`config.mk`:
```
export PLATFORM = sky130hd
export DESIGN_NAME = branch_predictor
export DESIGN_NICKNAME = d
export VERILOG_FILES = /design/src/rtl/branch_predictor.sv
export SDC_FILE = /design/constraint.sdc
export NUM_CORES = 1
export LEC_CHECK = 0
export ABC_CLOCK_PERIOD_IN_PS = 7600
export BUFFER_PORTS_ARGS = -buffer_cell sky130_fd_sc_hd__buf_2
export CAP_MARGIN = 20
export CORE_MARGIN = 5
export CORE_UTILIZATION = 40
export DETAILED_ROUTE_END_ITERATION = 12
export PLACE_DENSITY = 0.65
export SYNTH_ARGS = -nofsm -noshare
export SYNTH_HDL_FRONTEND = slang
export SYNTH_HIERARCHICAL = 1
export SYNTH_SLANG_ARGS = --single-unit
```
`constraint.sdc`:
```
create_clock -name clk -period 7.6 [get_ports clk]
set_input_delay 0 -clock clk [delete_from_list [all_inputs] [get_ports clk]]
set_output_delay 0 -clock clk [all_outputs]
set_load 0.02 [all_outputs]
```
`src/rtl/branch_predictor.sv`:
```
// branch_predictor: IF-side bimodal predictor built from a table of 2-bit
// saturating counters. The table is trained from EX branch feedback, and the
// block keeps saturating counts of resolved branches and mispredictions.
// Optional build macro BP_GSHARE_EN turns on gshare indexing, where a global
// history register is XORed into the PC-derived index.

// One table entry: a 2-bit saturating up/down counter.
module bp_counter #(
    parameter logic [1:0] CNT_INIT = 2'b01
) (
    input  logic       clk,
    input  logic       rst_n,
    input  logic       upd,
    input  logic       act,
    output logic [1:0] cnt
);

    // Move toward taken (act=1) or not-taken (act=0), clamping at the ends.
    always_ff @(posedge clk) begin
        if (!rst_n) begin
            cnt <= CNT_INIT;
        end else if (upd) begin
            if (act) begin
                if (cnt != 2'b11) cnt <= cnt + 2'd1;
            end else begin
                if (cnt != 2'b00) cnt <= cnt - 2'd1;
            end
        end
    end

endmodule

module branch_predictor #(
    parameter int         IDX_W    = 6,
    parameter logic [1:0] CNT_INIT = 2'b01
) (
    input  logic             clk,
    input  logic             rst_n,
    input  logic [31:0]      if_pc,
    output logic             pred_taken,
    output logic [IDX_W-1:0] pred_idx,
    input  logic             fb_valid,
    input  logic [IDX_W-1:0] fb_idx,
    input  logic             fb_pred_taken,
    input  logic             fb_mispredict,
    output logic [31:0]      stat_branches,
    output logic [31:0]      stat_mispredicts
);

    localparam int DEPTH = 1 << IDX_W;

    logic [DEPTH-1:0][1:0] cnt;
    logic                  act;
    logic [IDX_W-1:0]      pc_idx;

    // Bit 0 is never used for indexing (instructions are at least 2-byte
    // aligned), and the PC bits above the index are dropped.
    logic unused_pc;
    assign unused_pc = ^{if_pc[31:IDX_W+1], if_pc[0]};

    // The real outcome is recovered from what we guessed and whether EX
    // flagged that guess as wrong.
    assign act    = fb_pred_taken ^ fb_mispredict;
    assign pc_idx = if_pc[IDX_W:1];

`ifdef BP_GSHARE_EN
    logic [IDX_W-1:0] ghr;

    // Global history: shift in each resolved outcome. The new history
    // affects indexing from the next cycle.
    always_ff @(posedge clk) begin
        if (!rst_n)        ghr <= '0;
        else if (fb_valid) ghr <= {ghr[IDX_W-2:0], act};
    end

    assign pred_idx = pc_idx ^ ghr;
`else
    assign pred_idx = pc_idx;
`endif

    // Reads return the table state from before this edge's update. There is
    // no write bypass.
    assign pred_taken = cnt[pred_idx][1];

    for (genvar g = 0; g < DEPTH; g++) begin : g_tbl
        bp_counter #(.CNT_INIT(CNT_INIT)) u_cnt (
            .clk   (clk),
            .rst_n (rst_n),
            .upd   (fb_valid && (fb_idx == IDX_W'(g))),
            .act   (act),
            .cnt   (cnt[g])
        );
    end

    // Performance counters. They hold at all-ones instead of wrapping.
    always_ff @(posedge clk) begin
        if (!rst_n) begin
            stat_branches    <= '0;
            stat_mispredicts <= '0;
        end else if (fb_valid) begin
            if (stat_branches != '1)
                stat_branches <= stat_branches + 32'd1;
            if (fb_mispredict && (stat_mispredicts != '1))
                stat_mispredicts <= stat_mispredicts + 32'd1;
        end
    end

endmodule

```
[Yosys cells after proc, flatten, opt, wreduce, memory -nomap -nowiden]
Cells that the tools add are included.
Word-level totals
  word-level logic and storage cells: 845
  output and inout port bits: 71
  input bits: 43
  bits in registers: 192
Cells by class
  mux-type cells: 194
  bitwise operators: 1
  $lt $le $gt $ge: 1
  reductions and logical operators: 260
  equal/unequal tests: 193
  add/sub/neg operators: 130
Operators by type and width (count)
  $mux 2: 193
  $reduce_bool 2->1: 128
  $eq 6x6->1 const B: 32
  $reduce_and 3->1: 64
  $add 2x1->2 const B: 64
  $ne 2x1->1 const B: 64
  $ne 2x2->1 const B: 64
  $sub 2x1->2 const B: 64
  $eq 6x5->1 const B: 16
  $logic_and 1x1->1: 65
  $add 32x1->32 const B: 2
  $ne 32x32->1 const B: 2
  $eq 6x4->1 const B: 8
  $eq 6x3->1 const B: 4
  $bmux 2 s6: 1
  $eq 6x2->1 const B: 2
  $lt 6x7->1 const B: 1
  $eq 6x1->1 const B: 1
  $logic_not 6->1: 1
  $reduce_and 2->1: 2
  $xor 1x1->1: 1

[Longest topological paths before layout]
Gate-level depths: netlist (run 1).
  depth after elaboration: 3
  mapped depth: 9
  gate-level depth less buffers: 6

[Modules after synthesis]
Netlist (run 1), hierarchy kept.
By module, submodules not included
  bp_counter: times used 64, area an instance 96.3 µm², cells an instance 13, sequential area each 40.0 µm²
  branch_predictor: times used 1, area an instance 4206.5 µm², cells an instance 535, sequential area each 1281.2 µm²

[Least setup slack after synthesis (run 1)]
OpenSTA, ideal clock, no wires.
  path type: input port to flip-flop
  start: in fb_pred_taken
  end: reg g_tbl[0].u_cnt.cnt[0]
  stages: 4
  data required time: 7.531 ns
  path buffers: 0
  slack: 1.203 ns
  data arrival time: 6.329 ns
  cells stage by stage: xor2_1 nor2b_1 a21o_1 o21ai_1
On the way
  word-level cells in the longest chain between the ends: 3
  elaborated cells on any way between the ends: 5
  those cells by class: eq/ne (1); mux (1); bitwise (1); reduce/logical (2)
Ends and longest elaborated chain
  start, declared: line 44  | input logic fb_pred_taken,
  $xor 1x1->1 (*): line 63  | assign act = fb_pred_taken ^ fb_mispredict;
  $ne 2x1->1 (no source line) / $reduce_bool 2->1 (equally long branches)
  $reduce_and 3->1 (no source line)
  end signal, assigned: line 24  | if (cnt != 2'b11) cnt <= cnt + 2'd1;
  end signal, assigned: line 26  | if (cnt != 2'b00) cnt <= cnt - 2'd1;
  end, declared: line 15  | output logic [1:0] cnt
Mark *: on every way between the ends. The rest lies on a longest branch, timed or not.
A chain may end at the register's enable or synchronous reset.

[Final worst setup path (run 1)]
  start: reg stat_mispredicts[0]
  end: reg stat_mispredicts[7]
On the way
  word-level cells in the longest chain between the ends: 3
  elaborated cells on any way between the ends: 4
  those cells by class: add/sub (1); eq/ne (1); reduce/logical (2)
Ends and longest elaborated chain
  start, declared: line 47  | output logic [31:0] stat_mispredicts
  start signal, assigned: line 104  | stat_mispredicts <= stat_mispredicts + 32'd1;
  parallel branches: the longest is 3 deep, another holds $add 32x1->32
Parallel ways; which one is timed is not known.

==> metrics.cfg, run 1 <==
[synthesis]
yosysSeqAreaShare_pct = 37.1
netlist_top_cells_area = dfxtp_1, nand2_1, a21oi_1, nor2_1, a21o_1
ys.flop_type = dfxtp_1
syn_inst = 1367
synth_edf_count = 0
synth_nets = 1412
synth_most_common_cell = nand2_1
ys_warn_count = 6
synth_cell_types = 56
synth_area_sq_um = 10400
synth_area_leader_cell = dfxtp_1
async_flop_share_pct = 0
synth_common_cells = nand2_1, dfxtp_1, nor2_1
ys_ff_latch = 192
yosysTopAreaCellShare_pct = 37.1
avgSynthCellArea_sq_um = 7.59

[final_layout]
area_growth_pct = 13.3
drive_above_1_share_pct = 10.2
nNetsFinal = 1489
fin_util_pct = 45.6
diodes = 0

[clock_network]
cts.path.max_buffers = 2
clkTransAtPathRegs_ps = 70
post_cts_resize_count = 0
insertion_delay_ps = 430
cts_setup_buffers = 0
cts_root_buffer = clkbuf_16
cts_made_buffers = 17
cts_tree = done
cts_num_sinks = 192
htreeDepth = 4
hold_buffers = 0

[worst_setup_path]
start_kind = flop
crit_path_cell_trace = ha_1 > inv_1 > or4_1 > o31ai_4 > o21ai_0 > a21oi_1
cp-end-kind = flop
max_stage_delay_ps = 790
cp.arrival_ps = 3110
required_ps = 7960
path_max_fanout = 25
crit_type = flop to flop
slowest_stage = o31ai_4

[global_routing]
grt_pass1_vias = 8770
overflow = 0
grt_max_degree = 127
grt_antenna_before_repair = 0
track_usage_pct = 17.2
grt_pass1_wl_um = 42200

[drt]
wire_per_inst_um = 14.4
drc = 0
ant_nets = 0
num_vias = 9971
vias_per_cell = 5.56
routed_wl_um = 25900
first_pass_iters = 5
drt_iter0_markers = 741

[floorplanning]
io_pins = 114
die_y_um = 171
core-area_sq_um = 25800
fp.dieArea_sq_um = 29300
start_util_pct = 40.3
die_w_um = 171
rows = 59

[sta]
setup-tns-final_ps = 0
max_freq_mhz = 364
slew_viol_final = 0
finalSetupViolCount = 0
hold_viol_final = 0
tightest_slew_ps = 1040
rsz0062_at_grt = no
final.period_utilization_pct = 36.2
final.min_clock_period_ps = 2750
relSlewSlack_pct = 30.8
fin_skew_ps = 10.6

[pwr]
total_power_mw = 2.34
p_leak_nw = 4.64
power_density_nw_per_um2 = 199
peakVddDrop_mv = 0.155

[job]
drv_cap = 0

[placed_design]
gp_congestion = 0.789
port_buffers = 87
detailed_place_hpwl_um = 17100

[run_status]
outcome = completed

[worst_hold_path]
min_path_type = input pin to flop

-- layer usage --
| layer | global-route usage (%) | vias up | part of all wire [%] |
|---|---|---|---|
| li1 | - | 5040 | - |
| met1 | 23.3 | 4663 | 49 |
| met2 | 28.0 | 241 | 46 |
| met3 | 3.65 | 27 | 4.4 |
| met4 | 4.58 | 0 | 1.2 |
| met5 | 0 | - | 0 |
-- sequential cells by signal (all words and copies together) (netlist names) --
name / count
stat_mispredicts: 32
g_tbl.u_cnt/cnt: 128
stat_branches: 32
-- where the power goes --
group          internal [mW]  leakage, nW  switching [mW]  total (mW)
sequential              1.07         1.56          0.0654        1.13
clock                  0.530        0.305           0.432       0.963
combinational          0.100         2.78           0.146       0.246
total                   1.70         4.64           0.644        2.34
-- area by class of cell --
type	instances	area, sq um
Sequential cell	192	3840
Multi-Input combinational cell	1128	6350
Clock buffer	17	425
Timing Repair Buffer	92	479
Fill cell	2501	14000
Clock inverter	15	194
Tap cell	335	419
Inverter	13	48.8
-- worst max-delay path, delay by kind of cell, from the launching register on --
| kind | cells | cell delay, ps |
|---|---|---|
| fa+ha+maj | 1 | 260 |
| simple gates | 1 | 670 |
| compound gates | 3 | 1160 |
| flops | 1 | 490 |
| buf+inv | 1 | 100 |
-- worst paths after layout --
check	startpoint	end	slack (ps)	cells past startpoint
setup / recovery	stat_mispredicts[0]$_SDFFE_PN0P_	stat_mispredicts[7]$_SDFFE_PN0P_	4850	6
hold / removal	fb_valid	stat_branches[2]$_SDFFE_PN0P_	30	3
setup reg to reg	stat_mispredicts[0]$_SDFFE_PN0P_	stat_mispredicts[7]$_SDFFE_PN0P_	4850	6
hold reg to reg	stat_mispredicts[23]$_SDFFE_PN0P_	stat_mispredicts[23]$_SDFFE_PN0P_	490	2
-- cells in the final DEF, fill, tap and decap left out, drive strengths merged, types with 3 or more instances in the layout --
| cell | netlist | final |
|---|---|---|
| and4 | 10 | 10 |
| nor2b | 73 | 73 |
| a21oi | 159 | 159 |
| o21ai | 83 | 83 |
| nand3 | 32 | 32 |
| a211oi | 10 | 10 |
| o31ai | 12 | 12 |
| a21boi | 3 | 3 |
| or4 | 11 | 11 |
| nor3 | 7 | 7 |
| mux2i | 5 | 5 |
| nor4 | 13 | 13 |
| nor2 | 167 | 167 |
| buf | 13 | 92 |
| a2111oi | 7 | 7 |
| clkbuf | 21 | 17 |
| nand4 | 19 | 19 |
| nand2 | 229 | 229 |
| dfxtp | 192 | 192 |
| and3 | 4 | 4 |
| or2 | 66 | 66 |
| clkinv | 1 | 4 |
| or3 | 18 | 18 |
| mux4 | 15 | 15 |
| xor2 | 3 | 3 |
| xnor2 | 25 | 25 |
| o22ai | 65 | 65 |
| bufinv | 0 | 3 |
| inv | 12 | 20 |
| a21o | 65 | 65 |
-- stage by stage --
stage	setup slack, ps	std cells	cell area [sq um]	hold WS [ps]
floorplan	1200	1367	10400	80.0
global placement	4970	1760	11100	317
detailed placement	4910	1760	11100	317
CTS	4890	1792	11800	8.12
global route	4600	1792	11800	24.4
finish	4850	1792	11800	25.7
-- logic make-up (layout without fill, tap and decap cells) --
logic type / count (synthesis) / after routing / synth area share (%)
mux: 22 / 22 / 3.96
simple gates: 656 / 656 / 30.1
xor+xnor: 28 / 28 / 2.36
compound gates: 420 / 420 / 24.3
buf+inv: 47 / 137 / 2.00
flops: 192 / 192 / 37.1
fa+ha+maj: 2 / 2 / 0.241
Power figures use the tool's default switching activity.
==> run 2, diff against run 1 <==
--- a/config.mk
+++ b/config.mk
@@ -5,7 +5,8 @@
 export SDC_FILE = /design/constraint.sdc
 export NUM_CORES = 1
 export LEC_CHECK = 0
-export ABC_CLOCK_PERIOD_IN_PS = 7600
+export ABC_AREA = 1
+export ABC_CLOCK_PERIOD_IN_PS = 2800
 export BUFFER_PORTS_ARGS = -buffer_cell sky130_fd_sc_hd__buf_2
 export CAP_MARGIN = 20
 export CORE_MARGIN = 5
==> constraint.sdc (replaced) <==
create_clock -name clk -period 2.8 [get_ports clk]
set_input_delay 0 -clock clk [delete_from_list [all_inputs] [get_ports clk]]
set_output_delay 0 -clock clk [all_outputs]
set_load 0.02 [all_outputs]
==> metrics.cfg, run 2 <==
[run_status]
outcome = completed

[sta]
hold_viol_final = 0
slew_viol_final = 0
relSlewSlack_pct = 36.9
finalHoldWorstSlack_ps = 45.8
tightest_slew_ps = 945
fin_ws_ps = 550
max_freq_mhz = 445
final.min_clock_period_ps = 2250
fin_skew_ps = 11.4
final.period_utilization_pct = 80.3
finalSetupViolCount = 0
rsz0062_at_grt = no
setup-tns-final_ps = 0

[final_layout]
area_growth_pct = 12.1
final_area_sq_um = 13500
diodes = 0
final_cells = 2499
multi_input_area_sq_um = 6640
filler_cell_count = 3064
drive_above_1_share_pct = 10.9
seq_area_sq_um = 3840
top_register = g_tbl.u_cnt/cnt
reg.largest.list = g_tbl.u_cnt/cnt x128, stat_branches x32, stat_mispredicts x32
most-common-layout-cells = nand2_1, inv_1, nor2_1, nand3_1, dfxtp_1
nNetsFinal = 2144
largest_reg_flops = 128
fin_util_pct = 45.6
mostFrequentLayoutCell = nand2_1

[global_routing]
overflow = 0
track_usage_pct = 18.4
grt_pass1_vias = 11300
grt_max_degree = 129
grt_pass1_wl_um = 52200
grt_antenna_before_repair = 0

[worst_setup_path]
slowest_stage = inv_1
cp_top_family = buffers and inverters
path_buf_inv = 2
crit_cells = 12
path_max_fanout = 31
cp.arrival_ps = 2620
r2r_end = stat_branches[24]$_SDFFE_PN0P_
cp-end-kind = flop
r2r_setup_slack_ps = 550
reg2reg_from = stat_branches[0]$_SDFFE_PN0P_
start_kind = flop
max_stage_delay_ps = 690
crit_path_cell_trace = ha_1 > inv_1 > nor2_4 > nand2_2 > nor2_4 > nand2_2 > nand2_2 > inv_1 > nand2_1 > nand2_1 > nand2_1 > nor2_1
r2r_cells = 12
crit_type = flop to flop
required_ps = 3170

[clock_network]
post_cts_resize_count = 0
cts_root_buffer = clkbuf_16
cts_setup_buffers = 0
clkTransAtPathRegs_ps = 70
cts.path.max_buffers = 2
cts_tree = done
insertion_delay_ps = 440
cts_made_buffers = 17
htreeDepth = 4
cts_num_sinks = 192

[drt]
routed_wl_um = 31200
vias_per_cell = 4.80
first_pass_iters = 5
ant_nets = 0
num_vias = 12000
drt_iter0_markers = 729
wire_per_inst_um = 12.5
drc = 0

[synthesis]
ys_ff_latch = 192
syn_inst = 2017
synth_edf_count = 0
netlist_top_cells_area = dfxtp_1, nand2_1, inv_1, nand3_1, nor2_1
async_flop_share_pct = 0
synth_area_sq_um = 12100
synth_common_cells = nand2_1, inv_1, nor2_1
synth_cell_types = 29
synth_area_leader_cell = dfxtp_1
yosysSeqAreaShare_pct = 31.8
ys.flop_type = dfxtp_1
synth_nets = 2062
ys_warn_count = 6
yosysTopAreaCellShare_pct = 31.8
avgSynthCellArea_sq_um = 5.99
synth_most_common_cell = nand2_1

[placed_design]
place_inst = 2468
dp_slack_ps = 512
gp_congestion = 0.868
dpl_cell_area_sq_um = 12900
detailed_place_hpwl_um = 21700
port_buffers = 87

[floorplanning]
rows = 63
fp.dieArea_sq_um = 33800
core-area_sq_um = 29700
io_pins = 114
die_w_um = 184
die_y_um = 184
start_util_pct = 40.7

[worst_hold_path]
hold_depth = 4
hold_path_end = stat_branches[20]$_SDFFE_PN0P_
min_path_type = input pin to flop
hp-start = fb_valid

[pwr]
total_power_mw = 5.91
peakVddDrop_mv = 0.452
power_density_nw_per_um2 = 436
p_leak_nw = 6.09

[job]
drv_cap = 0

[run 2: changes by cell type in the layout (fill, tap and decap cells not counted), moves of 19 or more]
cell | previous run | this run
nand3_1 | 32 | 197
nor2_1 | 167 | 240
nor2b_1 | 73 | 1
a21oi_1 | 159 | 41
o22ai_1 | 65 | 0
a21o_1 | 65 | 0
inv_1 | 12 | 369
or2_0 | 64 | 0
nand2_1 | 229 | 574
xor2_1 | 2 | 21
nand2_2 | 0 | 71
o21ai_0 | 18 | 134
o21ai_1 | 65 | 0
a21boi_1 | 0 | 64
[run 2: kinds of logic (layout without fill, tap and decap cells)]
group           count (synthesis)  in the layout  share of synthesized area (%)
xor+xnor                       30             30                           2.17
flops                         192            192                           31.8
compound gates                251            251                           12.1
simple gates                 1131           1131                           40.3
fa+ha+maj                       2              2                          0.207
buf+inv                       411            503                           13.5
[run 2: layout make-up]
type | instances | share of cell area [%]
Multi-Input combinational cell | 1414 | 49.0
Clock buffer | 24 | 3.70
Timing Repair Buffer | 102 | 4.27
Tap cell | 390 | 3.60
Sequential cell | 192 | 28.4
Clock inverter | 5 | 0.757
Inverter | 372 | 10.3
[run 2: timing repair]
| item | 4_1_cts | 5_1_grt |
|---|---|---|
| hold buffers | 0 | 1 |
| hold endpoints to repair | 0 | 5 |
| endpoints found under the setup margin | 0 | 0 |
[run 2: how the worst max path moves through the flow]
| stage | slack (ps) | from | endpoint |
|---|---|---|---|
| finish | 550 | stat_branches[0]$_SDFFE_PN0P_ | stat_branches[24]$_SDFFE_PN0P_ |
| global route | 330 | stat_branches[0]$_SDFFE_PN0P_ | stat_branches[24]$_SDFFE_PN0P_ |
| CTS | 530 | stat_branches[0]$_SDFFE_PN0P_ | stat_branches[24]$_SDFFE_PN0P_ |
| detailed placement | 510 | stat_branches[0]$_SDFFE_PN0P_ | stat_branches[24]$_SDFFE_PN0P_ |
| global placement | 530 | stat_branches[0]$_SDFFE_PN0P_ | stat_branches[24]$_SDFFE_PN0P_ |
| floorplan | 860 | fb_mispredict | g_tbl[0].u_cnt/cnt[0]$_SDFFE_PN1P_ |
[run 2: routing by layer]
metal / GRT usage (%) / up-vias / wire length, um
met2: 31.3 / 209 / 14400
met5: 0 / - / 0
met4: 4.76 / 0 / 456
li1: - / 6354 / -
met1: 23.6 / 5389 / 14600
met3: 4.06 / 33 / 1670
[run 2: tightest hold or removal path, cell delays in order]
cell and delay (ps):
buf_2 180, nand4_1 130, nor2_1 40, nor2_1 80
[run 2: where the power goes]
part	leakage (nW)	internal [mW]	switching (mW)	total (mW)
Sequential	1.55	2.75	0.0152	2.76
Combinational	4.24	0.166	0.414	0.580
Clock	0.294	1.51	1.06	2.57
Total	6.09	4.42	1.49	5.91
==> run 3, diff against run 2 <==
--- a/config.mk
+++ b/config.mk
@@ -5,14 +5,14 @@
 export SDC_FILE = /design/constraint.sdc
 export NUM_CORES = 1
 export LEC_CHECK = 0
-export ABC_AREA = 1
-export ABC_CLOCK_PERIOD_IN_PS = 2800
+export ABC_AREA = 0
+export ABC_CLOCK_PERIOD_IN_PS = 2060
 export BUFFER_PORTS_ARGS = -buffer_cell sky130_fd_sc_hd__buf_2
 export CAP_MARGIN = 20
 export CORE_MARGIN = 5
 export CORE_UTILIZATION = 40
 export DETAILED_ROUTE_END_ITERATION = 12
-export PLACE_DENSITY = 0.65
+export PLACE_DENSITY = 0.67
 export SYNTH_ARGS = -nofsm -noshare
 export SYNTH_HDL_FRONTEND = slang
 export SYNTH_HIERARCHICAL = 1
==> constraint.sdc (replaced) <==
create_clock -name clk -period 2.06 [get_ports clk]
set_input_delay 0 -clock clk [delete_from_list [all_inputs] [get_ports clk]]
set_output_delay 0 -clock clk [all_outputs]
set_load 0.02 [all_outputs]
==> metrics.cfg, run 3 (same netlist as run 1, synthesis figures left out) <==
[run_status]
outcome = complete, but fails checks
violations = setup timing

[sta]
final.min_clock_period_ps = 2140
tightest_slew_ps = 600
finalSetupViolCount = 1
fin_ws_ps = -80.1
fin_skew_ps = 11.2
final.period_utilization_pct = 104
rsz0062_at_grt = yes
relSlewSlack_pct = 59.6
slew_viol_final = 0
hold_viol_final = 0
max_freq_mhz = 467

[clock_network]
cts_made_buffers = 17
insertion_delay_ps = 430
cts_tree = done
clkTransAtPathRegs_ps = 70
htreeDepth = 4
cts_num_sinks = 192
cts.path.max_buffers = 2
cts_root_buffer = clkbuf_16

[placed_design]
place_inst = 1827
port_buffers = 87
gp_congestion = 0.854
detailed_place_hpwl_um = 18200
dpl_cell_area_sq_um = 11800

[pwr]
power_density_nw_per_um2 = 690
peakVddDrop_mv = 0.525
p_leak_nw = 5.08
total_power_mw = 8.63

[worst_setup_path]
reg2reg_from = stat_mispredicts[0]$_SDFFE_PN0P_
crit_path_cell_trace = mux4_2 > o211ai_1 > o22ai_1 > nor4_2 > nor3_2 > buf_4
cp.arrival_ps = 2140
start_kind = flop
r2r_setup_slack_ps = 90
max_stage_delay_ps = 470
path_max_fanout = 4
required_ps = 2060
crit_path_start = g_tbl[21].u_cnt/cnt[1]$_SDFFE_PN0P_
slowest_stage = mux4_2
cp-end-kind = output port
crit_type = flop to output port

[final_layout]
multi_input_area_sq_um = 6430
drive_above_1_share_pct = 17.4
largest_reg_flops = 128
most-common-layout-cells = nand2_1, nor2_1, dfxtp_1, a21oi_1, buf_2
reg.largest.list = g_tbl.u_cnt/cnt x128, stat_branches x32, stat_mispredicts x32
mostFrequentLayoutCell = nand2_1
nNetsFinal = 1564
diodes = 0
filler_cell_count = 2476
final_cells = 1867
top_register = g_tbl.u_cnt/cnt
seq_area_sq_um = 3890
final_area_sq_um = 12500
area_growth_pct = 20.6

[global_routing]
track_usage_pct = 17.9
overflow = 0
grt_antenna_before_repair = 0
grt_pass1_vias = 9389
grt_pass1_wl_um = 44300
grt_max_degree = 121

[worst_hold_path]
hp-start = fb_mispredict
min_path_type = input pin to flop

[floorplanning]
io_pins = 114
core-area_sq_um = 25800
fp.dieArea_sq_um = 29300
die_w_um = 171
rows = 59
die_y_um = 171
start_util_pct = 40.3

[drt]
vias_per_cell = 5.48
routed_wl_um = 26600
drc = 0
drt_iter0_markers = 623
wire_per_inst_um = 14.3
first_pass_iters = 5
ant_nets = 0
num_vias = 10200

[job]
drv_cap = 0

==> run 3: changes by cell type in the layout (fill, tap and decap cells not counted), sizes merged, moves of 19 or more <==
cell and change:
xor2 -19, a21oi +106, o21ai -51, nor2b +72
o22ai +65, a21boi -61, nor2 -84, nand3 -166
inv -356, nand2 -418, buf +65, a21o +65
or2 +66
==> run 3: metal layers <==
metal / vias up / part of all wire [%] / GRT usage (%)
met2: 203 / 48 / 30.6
met1: 4787 / 46 / 23.3
met3: 23 / 4.5 / 3.56
met4: 0 / 0.96 / 4.75
met5: - / 0 / 0
li1: 5210 / - / -
==> run 3: stage by stage <==
step	setup slack, ps	util [%]	TNS (ps)	hold WS (ps)
after floorplan	-562	-	-67210	80.0
after global placement	-41.1	45.6	-41.1	303
after detailed placement	-69.4	45.6	-130	310
after CTS	-91.0	48.2	-91.0	84.1
after global routing	-128	48.6	-133	146
final	-80.1	48.6	-80.1	126
==> run 3: final timing paths <==
check	to	cells past startpoint
worst min register to register	g_tbl[10].u_cnt/cnt[1]$_SDFFE_PN0P_	2
worst max register to register	stat_mispredicts[14]$_SDFFE_PN0P_	7
worst max-delay path	pred_taken	6
worst min-delay path	stat_mispredicts[1]$_SDFFE_PN0P_	5
==> run 3: area by class of cell <==
cell class | instances | share of cell area (%)
multi-input combinational | 1128 | 51.4
timing repair buffer | 167 | 8.87
sequential | 192 | 31.1
inverter | 13 | 0.390
clock inverter | 12 | 1.18
tap | 335 | 3.35
clock buffer | 20 | 3.74
==> run 3: report_power, final <==
group | switching (mW) | internal (mW)
registers | 0.232 | 3.95
clock network | 1.53 | 1.93
logic | 0.562 | 0.430
total | 2.33 | 6.31
==> run 3: critical path, delay by kind of cell (launching register included) <==
family,cells,cell delay [ps]
muxes,1,470
and+or+nand+nor,2,460
DFF,1,340
AOI/OAI and AO/OA,2,280
buffers and inverters,1,170
==> run 3: what timing repair did <==
item	CTS	global route
hold endpoints to repair	23	0
setup endpoints to repair	5	13
pin swaps	2	5
hold buffers	1	0
setup buffers	2	5
resized for setup	8	21
